[src/rtl/stream_combiner.sv]
// Two 32-bit lanes, each buffered in its own FIFO, paired by arrival index into
// one 64-bit output register with a transfer counter and a sticky lane-skew flag.
module stream_combiner #(
    parameter int FIFO_DEPTH = 4
) (
    input  logic        clk,
    input  logic        rst_n,
    input  logic        flush,
    input  logic [31:0] data_port1,
    input  logic        valid1,
    output logic        ready1,
    input  logic [31:0] data_port2,
    input  logic        valid2,
    output logic        ready2,
    output logic [63:0] master_data,
    output logic        valid_out,
    input  logic        ready_out,
    output logic [31:0] pair_count,
    output logic        skew_err
);

    // Handshakes on every port: a word moves on a rising edge where valid and
    // ready are both 1; the source holds its word until then, ready never looks at valid.
    localparam int            AW       = $clog2(FIFO_DEPTH);
    localparam logic [AW:0]   FULL     = FIFO_DEPTH[AW:0];
    localparam logic [AW-1:0] PTR_ONE  = 1;
    localparam logic [AW:0]   CNT_ONE  = 1;

    logic [31:0]   mem1_q [FIFO_DEPTH];
    logic [31:0]   mem2_q [FIFO_DEPTH];
    logic [AW-1:0] wp1_q, wp1_d, rp1_q, rp1_d;
    logic [AW-1:0] wp2_q, wp2_d, rp2_q, rp2_d;
    logic [AW:0]   cnt1_q, cnt1_d, cnt2_q, cnt2_d;
    logic [63:0]   data_q, data_d;
    logic          valid_q, valid_d;
    logic [31:0]   pair_count_q, pair_count_d;
    logic          skew_q, skew_d;
    logic          push1, push2, load, xfer;

    assign ready1      = (cnt1_q < FULL);
    assign ready2      = (cnt2_q < FULL);
    assign master_data = data_q;
    assign valid_out   = valid_q;
    assign pair_count  = pair_count_q;
    assign skew_err    = skew_q;

    always_comb begin
        push1 = valid1 && ready1 && !flush;
        push2 = valid2 && ready2 && !flush;
        load  = !flush && (cnt1_q != '0) && (cnt2_q != '0) && (!valid_q || ready_out);
        xfer  = valid_q && ready_out;

        wp1_d  = wp1_q;
        rp1_d  = rp1_q;
        cnt1_d = cnt1_q;
        wp2_d  = wp2_q;
        rp2_d  = rp2_q;
        cnt2_d = cnt2_q;
        if (flush) begin
            wp1_d  = '0;
            rp1_d  = '0;
            cnt1_d = '0;
            wp2_d  = '0;
            rp2_d  = '0;
            cnt2_d = '0;
        end else begin
            if (push1) wp1_d = wp1_q + PTR_ONE;
            if (push2) wp2_d = wp2_q + PTR_ONE;
            if (load) begin
                rp1_d = rp1_q + PTR_ONE;
                rp2_d = rp2_q + PTR_ONE;
            end
            if (push1 && !load) cnt1_d = cnt1_q + CNT_ONE;
            else if (!push1 && load) cnt1_d = cnt1_q - CNT_ONE;
            if (push2 && !load) cnt2_d = cnt2_q + CNT_ONE;
            else if (!push2 && load) cnt2_d = cnt2_q - CNT_ONE;
        end

        valid_d = valid_q;
        data_d  = data_q;
        if (flush) begin
            valid_d = 1'b0;
        end else if (load) begin
            valid_d = 1'b1;
            data_d  = {mem1_q[rp1_q], mem2_q[rp2_q]};
        end else if (xfer) begin
            valid_d = 1'b0;
        end

        // A word taken downstream is counted even if a flush lands on the same edge.
        pair_count_d = xfer ? pair_count_q + 32'd1 : pair_count_q;
        skew_d = skew_q || ((cnt1_q == FULL) && (cnt2_q == '0))
                        || ((cnt2_q == FULL) && (cnt1_q == '0));
    end

    always_ff @(posedge clk) begin
        if (!rst_n) begin
            wp1_q        <= '0;
            rp1_q        <= '0;
            cnt1_q       <= '0;
            wp2_q        <= '0;
            rp2_q        <= '0;
            cnt2_q       <= '0;
            data_q       <= '0;
            valid_q      <= 1'b0;
            pair_count_q <= '0;
            skew_q       <= 1'b0;
        end else begin
            wp1_q        <= wp1_d;
            rp1_q        <= rp1_d;
            cnt1_q       <= cnt1_d;
            wp2_q        <= wp2_d;
            rp2_q        <= rp2_d;
            cnt2_q       <= cnt2_d;
            data_q       <= data_d;
            valid_q      <= valid_d;
            pair_count_q <= pair_count_d;
            skew_q       <= skew_d;
        end
    end

    // Storage needs no reset: occupancy counters decide what is readable.
    always_ff @(posedge clk) begin
        if (push1) mem1_q[wp1_q] <= data_port1;
        if (push2) mem2_q[wp2_q] <= data_port2;
    end

endmodule

[config.mk]
export PLATFORM = sky130hd
export DESIGN_NAME = stream_combiner
export DESIGN_NICKNAME = d
export VERILOG_FILES = /design/src/rtl/stream_combiner.sv
export SDC_FILE = /design/constraint.sdc
export NUM_CORES = 1
export LEC_CHECK = 0
export ABC_AREA = 1
export CAP_MARGIN = 40
export CELL_PAD_IN_SITES_DETAIL_PLACEMENT = 0
export CELL_PAD_IN_SITES_GLOBAL_PLACEMENT = 1
export CORE_ASPECT_RATIO = 0.75
export CORE_UTILIZATION = 40
export DETAILED_ROUTE_END_ITERATION = 8
export HOLD_SLACK_MARGIN = 0.08
export PLACE_DENSITY_LB_ADDON = 0.1
export SLEW_MARGIN = 20
export SYNTH_ARGS = -nofsm -noshare
export SYNTH_HDL_FRONTEND = slang
export SYNTH_SLANG_ARGS = --single-unit
[constraint.sdc]
create_clock -name clk -period 8.5 [get_ports clk]
set_clock_uncertainty 0.1 [all_clocks]
set_input_delay 2.55 -clock clk [delete_from_list [all_inputs] [get_ports clk]]
set_output_delay 2.55 -clock clk [all_outputs]
set_load 0.02 [all_outputs]
### Word level (Yosys, flattened, before mapping)

Memories as Yosys holds them, arrays and structs flattened. A register that Yosys moved wholly into a read port is not among the register bits.
Index checks and enable logic that the tools add are counted.

* register bits after elaboration: 48
* bits in latches: 0
* bits in writable memories: 256
* bits in read-only memories: 0
* input bits: 70
* output and inout bits: 100
* memories: 2

Memory list
* mem1_q: depth 4, bits a word 32, read ports 1, clocked after Yosys merged registers in 1, write ports 1, RTL line 29 `logic [31:0] mem1_q [FIFO_DEPTH];`
* mem2_q: depth 4, bits a word 32, read ports 1, clocked after Yosys merged registers in 1, write ports 1, RTL line 30 `logic [31:0] mem2_q [FIFO_DEPTH];`

* add/sub/neg operators: 9
* multipliers: 0
* divide/modulo/power cells: 0
* $lt $le $gt $ge: 2
* equal/unequal tests: 2
* shift-type cells: 0
* mux-type cells: 10
* bitwise logic cells: 2
* reductions and logical operators: 33

Operators with widths (count)
* 32-bit by 1-bit adder with 32-bit output, second input constant: 1
* 1-bit logical AND: 14
* 3-bit two-way mux: 4
* 2-bit by 1-bit adder with 2-bit output, second input constant: 4
* 1-bit zero test: 7
* 3-bit by 1-bit adder with 3-bit output, second input constant: 2
* 3-bit equality test, second input constant: 2
* 3-bit zero test: 2
* 3-bit < comparator, second input constant: 2
* 1-bit two-way mux: 6
* 2-bit nonzero test: 3
* 3-bit nonzero test: 2
* 3-bit by 1-bit subtractor with 3-bit output, second input constant: 2
* 1-bit logical OR: 3
* 1-bit NOT: 2
* 2-bit AND reduction: 1
* 2-bit OR reduction: 1

### Depth between registers and ports, before layout

* word-level depth: 7
* depth in mapped cells: 13

### Least setup slack after synthesis

Ideal clock, no wire load.

* kind: input to register
* from: in flush
* to: mem mem2_q[0][0] (enable)
* arrival: 4.238 ns
* data required time: 7.979 ns
* path slack: 3.740 ns
* stages: 3
* cells stage by stage: inv_1 -> nand3_1 -> nor2_1

* longest elaborated chain between the ends: 4

Ends and longest elaborated chain
* start: declaration: RTL line 8 `input logic flush,`
* 1-bit zero test: RTL line 49 `push2 = valid2 && ready2 && !flush;`
* 1-bit logical AND: RTL line 49
* 1-bit two-way mux: RTL line 125 `if (push2) mem2_q[wp2_q] <= data_port2;`
* 1-bit two-way mux (implied by the code): RTL line 125
* end: declaration: RTL line 30

Every way passes these cells.

### Worst setup path in the final report

* from: in ready_out
* to: reg cnt2_q[2]

* longest elaborated chain between the ends: 5

Ends and longest elaborated chain
* start: declaration: RTL line 17 `input logic ready_out,`
* 1-bit logical OR *: RTL line 50 `load = !flush && (cnt1_q != '0) && (cnt2_q != '0) && (!valid_q || ready_out);`
* 1-bit logical AND *: RTL line 50
* 1-bit zero test: RTL line 75 `if (push2 && !load) cnt2_d = cnt2_q + CNT_ONE;`
* 1-bit logical AND: RTL line 75
* 3-bit two-way mux or 2-bit nonzero test (tied branches)
* end signal: assignment: RTL line 114 `cnt2_q <= cnt2_d;`
* end: declaration: RTL line 33 `logic [AW:0] cnt1_q, cnt1_d, cnt2_q, cnt2_d;`

Mark *: on every way between the ends. The rest lies on a longest branch, timed or not.
A chain may end at the register's enable or synchronous reset.

==> impl_metrics.csv <==
group,metric,value,unit
status,outcome,"finished clean",
clock_network,cts_tree,"built",
drt,drt_iter0_markers,643,
yosys,synth-compound-area-share,0.1063,
cells_and_area,final_cell_area,18030,um2
critical_path,setup.worst_path.class,"primary input to register",
critical_path,r2r_slack,5.49,ns
global_route,grt_max_degree,68,
yosys,synth_edf_count,256,
drt,viasPerCell,4.818,
worst_hold_path,hold-path-cell-count,2,
yosys,muxShareOfSynthArea,0,
yosys,syn_nets,1454,
yosys,synth.top_cells.by_count,"nor2_1, edfxtp_1, o21ai_0, dfxtp_1, nand2_1",
cells_and_area,nNetsFinal,1618,
yosys,avgSynthCellArea,10.61,um2
clock_network,clkSinkCount,368,
pwr,p_total,3839,uW
sta,fin_worst_hold_slack,0.3810,ns
worst_hold_path,min_to,"master_data[19]",
sta,rsz0062_at_grt,"false",
global_route,antenna_found_initial,4,
yosys,synth_cells,1371,
die,die_h,167.2,um
worst_hold_path,hold_start,"master_data[19]",
die,die_area,37140,um2
die,ios,170,
drt,wl,33240,um
die,die-width,222.2,um
clock_network,clkLatencyLatePin,0.53,ns
global_route,grt_first_pass_wirelength,52960,um
sta,post-route-period-util,0.5974,
global_route,track_usage,0.1816,
sta,slew_headroom,0.5150,
global_route,overflow,0,
sta,fmax,196.9,MHz
clock_network,cts_setup_buffers,0,
cells_and_area,syn2layout_area_growth,23.93,%
pwr,p_per_area,212.9,nW/um2
yosys,syn-cell-area,14550,um2
yosys,synth_top_family_by_area,"simple AND/OR/NAND/NOR gates",
drt,drc,0,
clock_network,root_buffer,"clkbuf_16",
die,start_util,0.4063,
cells_and_area,drive_gt1_frac,0.07854,
sta,setup_viol,0,
placement,gp_congestion,0.7568,
placement,placed_area,16730,um2
clock_network,cts_buffer_depth,3,
yosys,synth_warnings,0,
global_route,grt_pass1_vias,9539,
worst_hold_path,min_path_type,"register to register",
yosys,synthAdderAreaFrac,0.01221,
yosys,ys_seq_elements,368,
drt,vias,9791,
critical_path,crit_path_end_kind,"register",
sta,drv_slew,0,
yosys,async_flop_share,0,
critical_path,r2r_end,"cnt2_q[2]",
drt,firstDrtPassIters,6,
pwr,vdd_ir_drop_max,169.3,uV
placement,io_buffers,169,
clock_network,clk_pin_slew,0.06,ns
critical_path,cp_max_fo,39,
yosys,ys_types,31,
critical_path,critPathLaunchType,"primary input",
sta,tns,0,ns
yosys,synth-xor-area-share,0.001806,
sta,worst_slew_pin_slew,0.7275,ns
drt,ant_nets,0,
critical_path,critPathRequiredTime,8.81,ns
die,rows,60,
clock_network,cts_buffers,39,
yosys,yosysTopAreaCellShare,0.5284,
pwr,p_leak,0.006219,uW
critical_path,r2r_start,"valid_out",
yosys,post-synth-top-count-cell,"nor2_1",
yosys,yosys.area.top_type,"edfxtp_1",
clock_network,post_cts_resized,0,
die,core_area,35810,um2
yosys,yosys.area_share.simple,0.1514,
yosys,synthTopCellsByArea,"edfxtp_1, dfxtp_1, nor2_1",
yosys,synth-seq-area-share,0.6825,
placement,hpwl,19710,um
clock_network,ctsHoldBuffers,0,
flow_run,drv_cap,0,
clock_network,ctsHtreeMaxLevel,2,
yosys,ys.flop_type,"edfxtp_1",
critical_path,arrival,5.39,ns
cells_and_area,fin_util,0.5035,
sta,hold_viol_final,0,
critical_path,r2r_cells,12,
drt,wl_per_cell,16.36,um
sta,min_period,5.078,ns
## per-layer routing
metal / routed length, um / vias up / global-route usage
met5: 40 / - / 0
met4: 563 / 6 / 0.04408
met2: 15200 / 160 / 0.2911
met1: 16080 / 4584 / 0.2525
met3: 1354 / 47 / 0.03808
li1: - / 4994 / -
## sequential cells by signal, summed over array words and instances (netlist names), 3 cells and up
signal	flops
mem2_q	128
master_data	64
mem1_q	128
cnt1_q	3
pair_count	32
cnt2_q	3
## area by class of cell
class,count,area (um2)
diodes,1,2.502
clock buffers,50,1100
clock inverters,22,195.2
fillers,3250,17780
inverters,79,296.5
multi-input cells,858,3988
flip-flops and latches,368,9935
well taps,465,581.8
repair buffers,189,1931
## placed cells by master, fill, tap and decap left out, types with 5 or more instances in the layout
cell,n
nand4_1,8
edfxtp_1,256
o21ai_0,216
clkbuf_1,5
clkbuf_16,41
inv_2,7
clkdlybuf4s50_1,168
ha_1,11
nor2_4,11
buf_4,13
o21ai_1,60
nor2_2,10
nand2_1,86
clkinv_1,7
dfxtp_1,108
inv_1,72
clkinv_2,8
nand3_1,22
nor3_1,7
nor2_1,381
a21oi_1,29
## worst max-delay path, cell delays in order
cell             delay [ns]
clkdlybuf4s50_1        0.48
nor2_1                 0.14
inv_1                  0.11
nand3_4                0.39
buf_4                  0.52
ha_1                   0.23
inv_1                  0.06
fa_1                   0.39
a21oi_1                0.16
o21ai_0                0.12
o21ai_0                0.16
a21oi_1                0.05
## metrics by stage
stage | std cells | worst slack [ns]
after global placement | 1952 | 2.852
final | 2032 | 3.422
after CTS | 2031 | 3.414
after detailed placement | 1959 | 2.850
after floorplan | 1371 | 3.740
after global routing | 2032 | 3.144
## worst max path at each step
stage                    from           end  cells after the start
finish              ready_out     cnt2_q[2]                     12
global route        ready_out     cnt2_q[2]                     12
CTS                 ready_out     cnt2_q[2]                     12
detailed placement  ready_out     cnt2_q[2]                     12
global placement    ready_out     cnt2_q[2]                     12
floorplan               flush  mem2_q[0][0]                      3
## report_power, final
group	internal (uW)	switching [uW]	leakage, uW
clock network	1010	696	0.000641
registers	1950	10.8	0.00323
logic	73.5	101	0.00235
total	3030	808	0.00622
## cell families (layout without fill, tap and decap cells)
group,count (synthesis),count (layout)
AND/OR/NAND/NOR,535,535
AO/OA/AOI/OAI,307,307
flip-flops,368,368
other,0,1
adder cells (fa/ha/maj),13,13
XOR/XNOR,3,3
buffers and inverters,145,340
(Power assumes the default switching activity.)
